==> config.mk <==
export PLATFORM = sky130hd
export DESIGN_NAME = lcd_text_ctrl
export DESIGN_NICKNAME = d
export VERILOG_FILES = /design/src/rtl/lcd_text_ctrl.sv
export SDC_FILE = /design/constraint.sdc
export NUM_CORES = 1
export LEC_CHECK = 0
export ABC_AREA = 1
export CORE_ASPECT_RATIO = 1.25
export CORE_MARGIN = 1.5
export CORE_UTILIZATION = 34
export CTS_CLUSTER_DIAMETER = 40
export CTS_CLUSTER_SIZE = 30
export DETAILED_ROUTE_END_ITERATION = 6
export HOLD_SLACK_MARGIN = 0.02
export PLACE_DENSITY = 0.49
export SYNTH_ARGS = -nofsm -noshare
export SYNTH_HDL_FRONTEND = slang
export SYNTH_SLANG_ARGS = --single-unit
==> constraint.sdc <==
create_clock -name clk -period 13.37 [get_ports clk]
set_input_delay 2.674 -clock clk [delete_from_list [all_inputs] [get_ports clk]]
set_output_delay 2.674 -clock clk [all_outputs]
set_load 0.05 [all_outputs]
==> src/rtl/lcd_text_ctrl.sv <==
// HD44780-style 8-bit text LCD controller: power-up init sequence, then refreshes
// a ROWS x COLS character buffer to the panel, one SETUP/PULSE/HOLD transfer per byte.
module lcd_text_ctrl #(
  parameter int COLS    = 16,
  parameter int ROWS    = 2,
  parameter int T_SETUP = 2,
  parameter int T_PULSE = 4,
  parameter int T_CMD   = 40,
  parameter int T_LONG  = 1600,
  parameter int AUTO    = 1
) (
  input  logic       clk,
  input  logic       rst,
  input  logic       wr_en,
  input  logic [1:0] wr_row,
  input  logic [5:0] wr_col,
  input  logic [7:0] wr_data,
  input  logic       refresh_req,
  output logic       busy,
  output logic       init_done,
  output logic       LCD_E,
  output logic       LCD_RS,
  output logic       LCD_RW,
  output logic [7:0] LCD_DATA
);

  localparam int TM1  = (T_LONG > T_CMD) ? T_LONG : T_CMD;
  localparam int TM2  = (T_PULSE > T_SETUP) ? T_PULSE : T_SETUP;
  localparam int TMAX = (TM1 > TM2) ? TM1 : TM2;
  localparam int CW   = $clog2(TMAX + 1);

  typedef enum logic [2:0] {
    S_PWRUP, S_FUNC, S_DISP, S_ENTRY, S_CLR, S_IDLE, S_ADDR, S_DATA
  } state_t;
  typedef enum logic [1:0] {P_SETUP, P_PULSE, P_HOLD} phase_t;

  state_t          state, nstate;
  phase_t          phase, nphase;
  logic [CW-1:0]   cnt, ncnt, limit;
  logic [1:0]      row, nrow;
  logic [5:0]      col, ncol;
  logic            pending, npend, done, start, clr;
  logic            e_d, rs_d;
  logic [7:0]      data_d, rd_char;
  logic [7:0]      mem [ROWS][COLS];

  function automatic logic [7:0] addr_cmd(input logic [1:0] r);
    case (r)
      2'd0:    return 8'h80;
      2'd1:    return 8'hC0;
      2'd2:    return 8'h94;
      default: return 8'hD4;
    endcase
  endfunction

  // Buffer is filled with spaces on the first power-up cycle; a user write wins.
  assign clr = (state == S_PWRUP) && (cnt == '0);

  always_ff @(posedge clk)
    for (int r = 0; r < ROWS; r++)
      for (int c = 0; c < COLS; c++)
        if (wr_en && wr_row == r[1:0] && wr_col == c[5:0]) mem[r][c] <= wr_data;
        else if (clr)                                     mem[r][c] <= 8'h20;

  // Character for the transfer about to start, looked up at its own start.
  always_comb begin
    rd_char = 8'h20;
    for (int r = 0; r < ROWS; r++)
      for (int c = 0; c < COLS; c++)
        if (nrow == r[1:0] && ncol == c[5:0]) rd_char = mem[r][c];
  end

  always_ff @(posedge clk or negedge rst)
    if (!rst) begin
      state     <= S_PWRUP;
      phase     <= P_SETUP;
      cnt       <= '0;
      row       <= '0;
      col       <= '0;
      pending   <= 1'b0;
      init_done <= 1'b0;
      LCD_E     <= 1'b0;
      LCD_RS    <= 1'b0;
      LCD_DATA  <= 8'h00;
    end else begin
      state     <= nstate;
      phase     <= nphase;
      cnt       <= ncnt;
      row       <= nrow;
      col       <= ncol;
      pending   <= npend;
      init_done <= init_done | (nstate == S_IDLE);
      LCD_E     <= e_d;
      LCD_RS    <= rs_d;
      LCD_DATA  <= data_d;
    end

  always_comb begin
    nstate = state;
    nphase = phase;
    ncnt   = cnt + 1'b1;
    nrow   = row;
    ncol   = col;
    start  = 1'b0;
    npend  = pending;
    case (phase)
      P_PULSE: limit = CW'(T_PULSE);
      P_HOLD:  limit = (state == S_CLR) ? CW'(T_LONG) : CW'(T_CMD);
      default: limit = CW'(T_SETUP);
    endcase
    if (state == S_PWRUP) limit = CW'(T_LONG);
    done = (cnt == limit - 1'b1);

    case (state)
      S_PWRUP:
        if (done) begin
          nstate = S_FUNC;
          nphase = P_SETUP;
          ncnt   = '0;
          start  = 1'b1;
        end
      S_IDLE: begin
        ncnt  = '0;
        npend = 1'b0;
        if (AUTO != 0 || pending || refresh_req) begin
          nstate = S_ADDR;
          nphase = P_SETUP;
          nrow   = '0;
          ncol   = '0;
          start  = 1'b1;
        end
      end
      default:
        if (done) begin
          ncnt = '0;
          case (phase)
            P_SETUP: nphase = P_PULSE;
            P_PULSE: nphase = P_HOLD;
            default: begin
              nphase = P_SETUP;
              start  = 1'b1;
              case (state)
                S_FUNC:  nstate = S_DISP;
                S_DISP:  nstate = S_ENTRY;
                S_ENTRY: nstate = S_CLR;
                S_CLR: begin
                  nstate = S_IDLE;
                  start  = 1'b0;
                end
                S_ADDR:  nstate = S_DATA;
                default:
                  if (col == 6'(COLS - 1)) begin
                    ncol = '0;
                    if (row == 2'(ROWS - 1)) begin
                      nrow   = '0;
                      nstate = S_IDLE;
                      start  = 1'b0;
                    end else begin
                      nrow   = row + 1'b1;
                      nstate = S_ADDR;
                    end
                  end else begin
                    ncol = col + 1'b1;
                  end
              endcase
            end
          endcase
        end
    endcase

    // A request seen mid-refresh is remembered once and replayed from IDLE.
    if (state != S_IDLE && refresh_req && init_done) npend = 1'b1;
  end

  always_comb begin
    busy   = (state != S_IDLE);
    LCD_RW = 1'b0;
    e_d    = (nphase == P_PULSE);
    rs_d   = LCD_RS;
    data_d = LCD_DATA;
    if (start)
      case (nstate)
        S_FUNC:  begin rs_d = 1'b0; data_d = 8'h38; end
        S_DISP:  begin rs_d = 1'b0; data_d = 8'h0C; end
        S_ENTRY: begin rs_d = 1'b0; data_d = 8'h06; end
        S_CLR:   begin rs_d = 1'b0; data_d = 8'h01; end
        S_ADDR:  begin rs_d = 1'b0; data_d = addr_cmd(nrow); end
        S_DATA:  begin rs_d = 1'b1; data_d = rd_char; end
        default: ;
      endcase
  end

endmodule
# Word-level counts from Yosys, hierarchy flattened
# Memories as Yosys holds them, arrays and structs flattened.
# Cells that the tools add are included.
# totals
reg_bits	35
ram_bits	256
input_bits	20
output_inout_bits	13
word_cells	412
n_memories	1
# mem_list
name	words	width	read_ports	rd_ports_with_merged_regs	write_ports	line_no	source
mem	2	128	2	0	2	45	logic [7:0] mem [ROWS][COLS];
# classes
addsub	4
n_eq_ne	53
muxes	230
bitwise	33
reduce_logical	82
# ops
operator	count
2-to-1 mux 8 bit	64
2-to-1 mux 1 bit	134
== test 6 x 4 -> 1 bit, second input constant	17
logical AND 1 bit	67
== test 6 x 3 -> 1 bit, second input constant	8
one-hot mux 8 bit (6 select lines)	1
2-to-1 mux 11 bit	4
OR 1 bit	33
== test 6 x 2 -> 1 bit, second input constant	4
2-to-1 mux 6 bit	4
one-hot mux 11 bit (2 select lines)	1
== test 3 bit, second input constant	7
one-hot mux 7 bit (3 select lines)	1
2-to-1 mux 2 bit	8
one-hot mux 3 bit (5 select lines)	1
== test 3 x 2 -> 1 bit, second input constant	4
== test 6 x 1 -> 1 bit, second input constant	2
logical NOT 6 bit	2
2-to-1 mux 3 bit	4
one-hot mux 2 bit (2 select lines)	3
one-hot mux 6 bit (2 select lines)	1
adder 11 x 1 -> 11 bit, second input constant	1
== test 11 bit	1
logical NOT 11 bit	1
17 further kinds	29

# Depth between registers and ports, before layout
# depth
word_depth	43
depth_mapped	56
mapped_depth_nobuf	55

# Worst setup path before layout
# No wires, ideal clock.
# synth_timing
path_kind	reg2reg
start	reg state[0]
end	reg LCD_DATA[6]
setup_ns	0.118
arrival_time_ns	4.521
required_ns	13.252
slack_ns	8.731
path_stages_with_launch	53
n_path_buf	1
period_less_slack_ns	4.639
cell_sequence	dfrtp_1 -> nor2_4 -> nand2_4 -> buf_4 -> clkinv_1 -> nor2_1 -> inv_1 -> ha_1 -> inv_1 -> ha_1 -> nand2_1 -> nand3_1 -> nor2_1 -> nand3_1 -> nor2_2 -> nand2_2 -> nor2_8 -> nand3_1 -> [17 not listed] -> nand2_1 -> nand2_1 -> nand2_1 -> nand2_1 -> nand2_1 -> nand2_1 -> nand2_1 -> nand2_1 -> nand2_1 -> nand2_1 -> nand2_1 -> nand4_1 -> nand2_1 -> nand3_1 -> nand2_1 -> nand2_1 -> nand2_1 -> nand2_1
# synth_between
elab_chain_cells	43
word_cells_on_any_way	126
classes_between	add/sub (1); eq/ne (30); mux (56); reduce/logical (39)
# synth_rtl
element	line_no	source
start: declaration	37	state_t state, nstate;
start signal: assignment	86	state <= nstate;
== test 3 bit	108, 142	
2-to-1 mux 11 bit	108	P_HOLD: limit = (state == S_CLR) ? CW'(T_LONG) : CW'(T_CMD);
one-hot mux 11 bit (2 select lines)	106	case (phase)
2-to-1 mux 11 bit	111	if (state == S_PWRUP) limit = CW'(T_LONG);
subtractor 11 x 1 -> 11 bit	112	done = (cnt == limit - 1'b1);
== test 11 bit	112	
2-to-1 mux 6 bit or 2-to-1 mux 2 bit (tied branches)	134	if (done) begin
one-hot mux 6 bit (2 select lines) or one-hot mux 2 bit (2 select lines) (tied branches)	114	case (state)
logical NOT 6 bit or logical NOT 2 bit (tied branches)	70, 48	
logical AND 1 bit	70	if (nrow == r[1:0] && ncol == c[5:0]) rd_char = mem[r][c];
2-to-1 mux 8 bit (32 in a row)	70	
one-hot mux 8 bit (6 select lines)	182	case (nstate)
end signal: assignment	95	LCD_DATA <= data_d;
end: declaration	24	output logic [7:0] LCD_DATA
# Several ways; a longest one is shown, not always the timed one.
# A chain may end at the register's enable or synchronous reset.

# Worst setup path after layout
# layout_timing
start	reg state[0]
end	reg LCD_DATA[0]
# layout_between
elab_chain_cells	43
word_cells_on_any_way	124
classes_between	add/sub (1); eq/ne (29); mux (55); reduce/logical (39)
# layout_rtl
element	line_no
== test 3 bit	108, 142
2-to-1 mux 11 bit	108
one-hot mux 11 bit (2 select lines)	106
2-to-1 mux 11 bit	111
subtractor 11 x 1 -> 11 bit	112
== test 11 bit	112
2-to-1 mux 6 bit or 2-to-1 mux 2 bit (tied branches)	134
one-hot mux 6 bit (2 select lines) or one-hot mux 2 bit (2 select lines) (tied branches)	114
logical NOT 6 bit or logical NOT 2 bit (tied branches)	70
logical AND 1 bit	70
2-to-1 mux 8 bit (32 in a row)	70
one-hot mux 8 bit (6 select lines)	182
# Several ways; a longest one is shown, not always the timed one.

==> metrics.md <==
| Metric | Value |
|---|---|
| Total Routing Usage GR | `0.186` |
| Chip height | `236 um` |
| Hold depth | `2` |
| Setup TNS Final | `0 ps` |
| Cell with the most instances after synthesis | `nand2_1` |
| Via-to-Cell Ratio | `4.81` |
| Min-delay worst type | `reg2reg` |
| Routability cong. | `0.820` |
| PwrDens | `130 mW/mm2` |
| Share of synthesized registers carrying an async set or reset | `0.120` |
| Critical Path Source Type | `flop` |
| Clk root buf | `clkbuf_16` |
| CTS resizes | `0` |
| Area growth, synth to finish | `17.0%` |
| P_int | `1.76 mW` |
| Worst-path clk slew | `50 ps` |
| Largest net degree at the start of global routing | `55` |
| Reg power frac | `0.438` |
| Area leader, netlist | `edfxtp_1` |
| Cell mode on critical path | `nand2_1` |
| Max stage delay on crit path | `740 ps` |
| Main synth FF type | `edfxtp_1` |
| Crit share post-route | `0.466` |
| Layout cell share with drive strength beyond 1 | `0.117` |
| Pre-antenna DRT Iters | `6` |
| Port Buffer Count | `30` |
| Row count | `85` |
| Initial Utilization | `0.344` |
| CTS tree | `done` |
| CP Class | `reg2reg` |
| P_sw | `495 uW` |
| Number of I/O pins | `33` |
| DIE AREA | `0.0447 mm2` |
| Number of setup violations in the final report | `0` |
| Hold Path End | `LCD_DATA[1]` |
| DRT antenna net count | `0` |
| Crit Path Max Fanout | `17` |
| Critical path's slowest cell | `nor2_1` |
| Yosys top cell area share | `0.504` |
| Unrepaired setup endpoints after global routing | `false` |
| Switching Fraction | `0.219` |
| Relative slew margins | `0.179` |
| Antenna Cells | `0` |
| Tot Pwr | `2.26 mW` |
| H-tree level count | `2` |
| Crit end category | `flop` |
| Maximum VDD drop | `0.0769 mV` |
| Number of hold violations in the final report | `0` |
| Share of the yosys chip area belonging to registers | `0.574` |
| CTS Buf Count | `48` |
| Avg Inst Size Synth | `8.62 um2` |
| Worst Hold Slack | `472 ps` |
| Filler Cell Count | `4400` |
| Vias in the first global route | `11500` |
| Minimum clock period after layout | `6240 ps` |
| Initial antenna violation count | `0` |
| Comb power frac | `0.024` |
| Die width | `190 um` |
| Number of remaining DRC errors | `0` |
| Total gr overflow | `0` |
| YS warnings | `0` |
| Post-synth EDFFs | `248` |
| Yosys cell types | `47` |
| Status | `finished, final reports clean` |
| Clk network pwr share | `0.537` |
| First-pass GRT wire length | `64300 um` |
| 1st-iter DRT viols | `682` |
| Most frequent cells after synthesis | `nand2_1, nor2_1, edfxtp_1, inv_1, o21ai_0` |
| R2R setup slack | `7130 ps` |
| Final #Nets | `1791` |
| CORE AREA | `0.0430 mm2` |
| Synth Instances | `1715` |
| WL per Instance | `17.2 um` |
| CTS Sinks | `291` |
| HPWL Detailed | `28400 um` |
| Leak | `6.87 nW` |
| Vias | `11400` |
| Cell Area, Synth | `0.0148 mm2` |
| Reg-to-Reg End | `LCD_DATA[0]` |
| Setup Fix Bufs, Post-CTS | `0` |
| Syn Nets | `1744` |
| Reg2reg start | `state[0]` |
| WP data required | `13810 ps` |
| Hold wc startpoint | `LCD_DATA[1]` |
| Slew Limit Fails | `0` |
| Max cap viols | `0` |
| CTS Hold Bufs | `0` |
| Clk Latency, worst-skew pair | `560 ps` |
| CTS Buffer Depth | `3` |
| Least-Margin Pin Slew | `1220 ps` |
| R2R cell count | `41` |
| CP Data Arrival Time | `6680 ps` |
| Largest cells by area after synthesis | `edfxtp_1, nand2_1, nor2_1` |
| Max Fclk | `0.160 GHz` |
| Wirelength, routed | `40600 um` |
| Setup Skew | `14.6 ps` |
| #FFs+latches synth | `291` |
## layout make-up
type	count	area, um2	share of cell area
tap	565	707	0.0409
inverter	183	689	0.0399
clock buffer	58	1260	0.0728
timing repair buffer	46	415	0.0240
multi-input combinational	1192	5410	0.313
sequential	291	8480	0.491
clock inverter	31	323	0.0187
## power groups by stage
stage          Combinational [mW]  Clock, mW  Sequential (mW)
6_report                   0.0542       1.21            0.989
5_1_grt                    0.0614       1.27            0.989
4_1_cts                    0.0556       1.24            0.989
3_5_place_dp               0.0555          0             1.01
3_3_place_gp               0.0537          0             1.01
2_1_floorplan              0.0310          0             1.01
## cells in the final DEF, fill, tap and decap left out, drive strengths merged, types with 10 or more instances in the layout
| cell | n |
|---|---|
| o21ai | 94 |
| clkdlybuf4s50 | 29 |
| edfxtp | 248 |
| nor2 | 402 |
| nor3 | 10 |
| nand3 | 81 |
| nand2 | 423 |
| inv | 185 |
| clkbuf | 58 |
| clkinv | 20 |
| or2 | 65 |
| buf | 17 |
| a21oi | 36 |
| dfrtp | 35 |
| nand4 | 44 |
## state kept, by name (all words and copies together), names as in the netlist
| register | cells |
|---|---|
| LCD_RS | 1 |
| LCD_DATA | 8 |
| row | 2 |
| phase | 2 |
| cnt | 11 |
| init_done | 1 |
| col | 6 |
| LCD_E | 1 |
| mem | 256 |
| state | 3 |
## through the flow
| stage | area, um2 | cells | worst slack (ps) | utilization |
|---|---|---|---|---|
| global route | 17300 | 2366 | 6470 | 0.402 |
| CTS | 17300 | 2366 | 7120 | 0.402 |
| global placement | 15700 | 2277 | 7120 | 0.366 |
| detailed placement | 15700 | 2277 | 7160 | 0.366 |
| finish | 17300 | 2366 | 7130 | 0.402 |
| floorplan | 14800 | 1715 | 8730 | - |
## critical path: cells and delay by family (launching register included)
kind	cells	cell delay, ps
buf+inv	6	1040
simple gates	33	4100
flops	1	480
fa+ha+maj	2	490
## kinds of logic (layout without fill, tap and decap cells)
| logic type | count (synthesis) | after routing | synth area share |
|---|---|---|---|
| other | 1 | 1 | 0.000254 |
| XOR/XNOR | 8 | 8 | 0.00474 |
| AND/OR/NAND/NOR | 1033 | 1033 | 0.302 |
| adder cells (fa/ha/maj) | 9 | 9 | 0.00762 |
| buffers and inverters | 232 | 318 | 0.0599 |
| AO/OA/AOI/OAI | 141 | 141 | 0.0511 |
| flip-flops | 291 | 291 | 0.574 |
## worst max-delay path by stage
stage	from	to	slack, ps
5_1_grt	state[0]	LCD_DATA[0]	6470
3_5_place_dp	state[0]	LCD_DATA[6]	7160
3_3_place_gp	state[0]	LCD_DATA[6]	7120
4_1_cts	state[0]	LCD_DATA[6]	7120
2_1_floorplan	state[0]	LCD_DATA[6]	8730
6_report	state[0]	LCD_DATA[0]	7130
## per-layer routing
layer / share of wire / up-vias / track usage / wire length, um
met2: 0.51 / 236 / 0.334 / 20800
met5: 0 / - / 0 / 0
li1: - / 5690 / - / -
met1: 0.42 / 5387 / 0.226 / 16900
met3: 0.046 / 70 / 0.0324 / 1890
met4: 0.025 / 0 / 0.0548 / 1020
(Power assumes the default switching activity.)
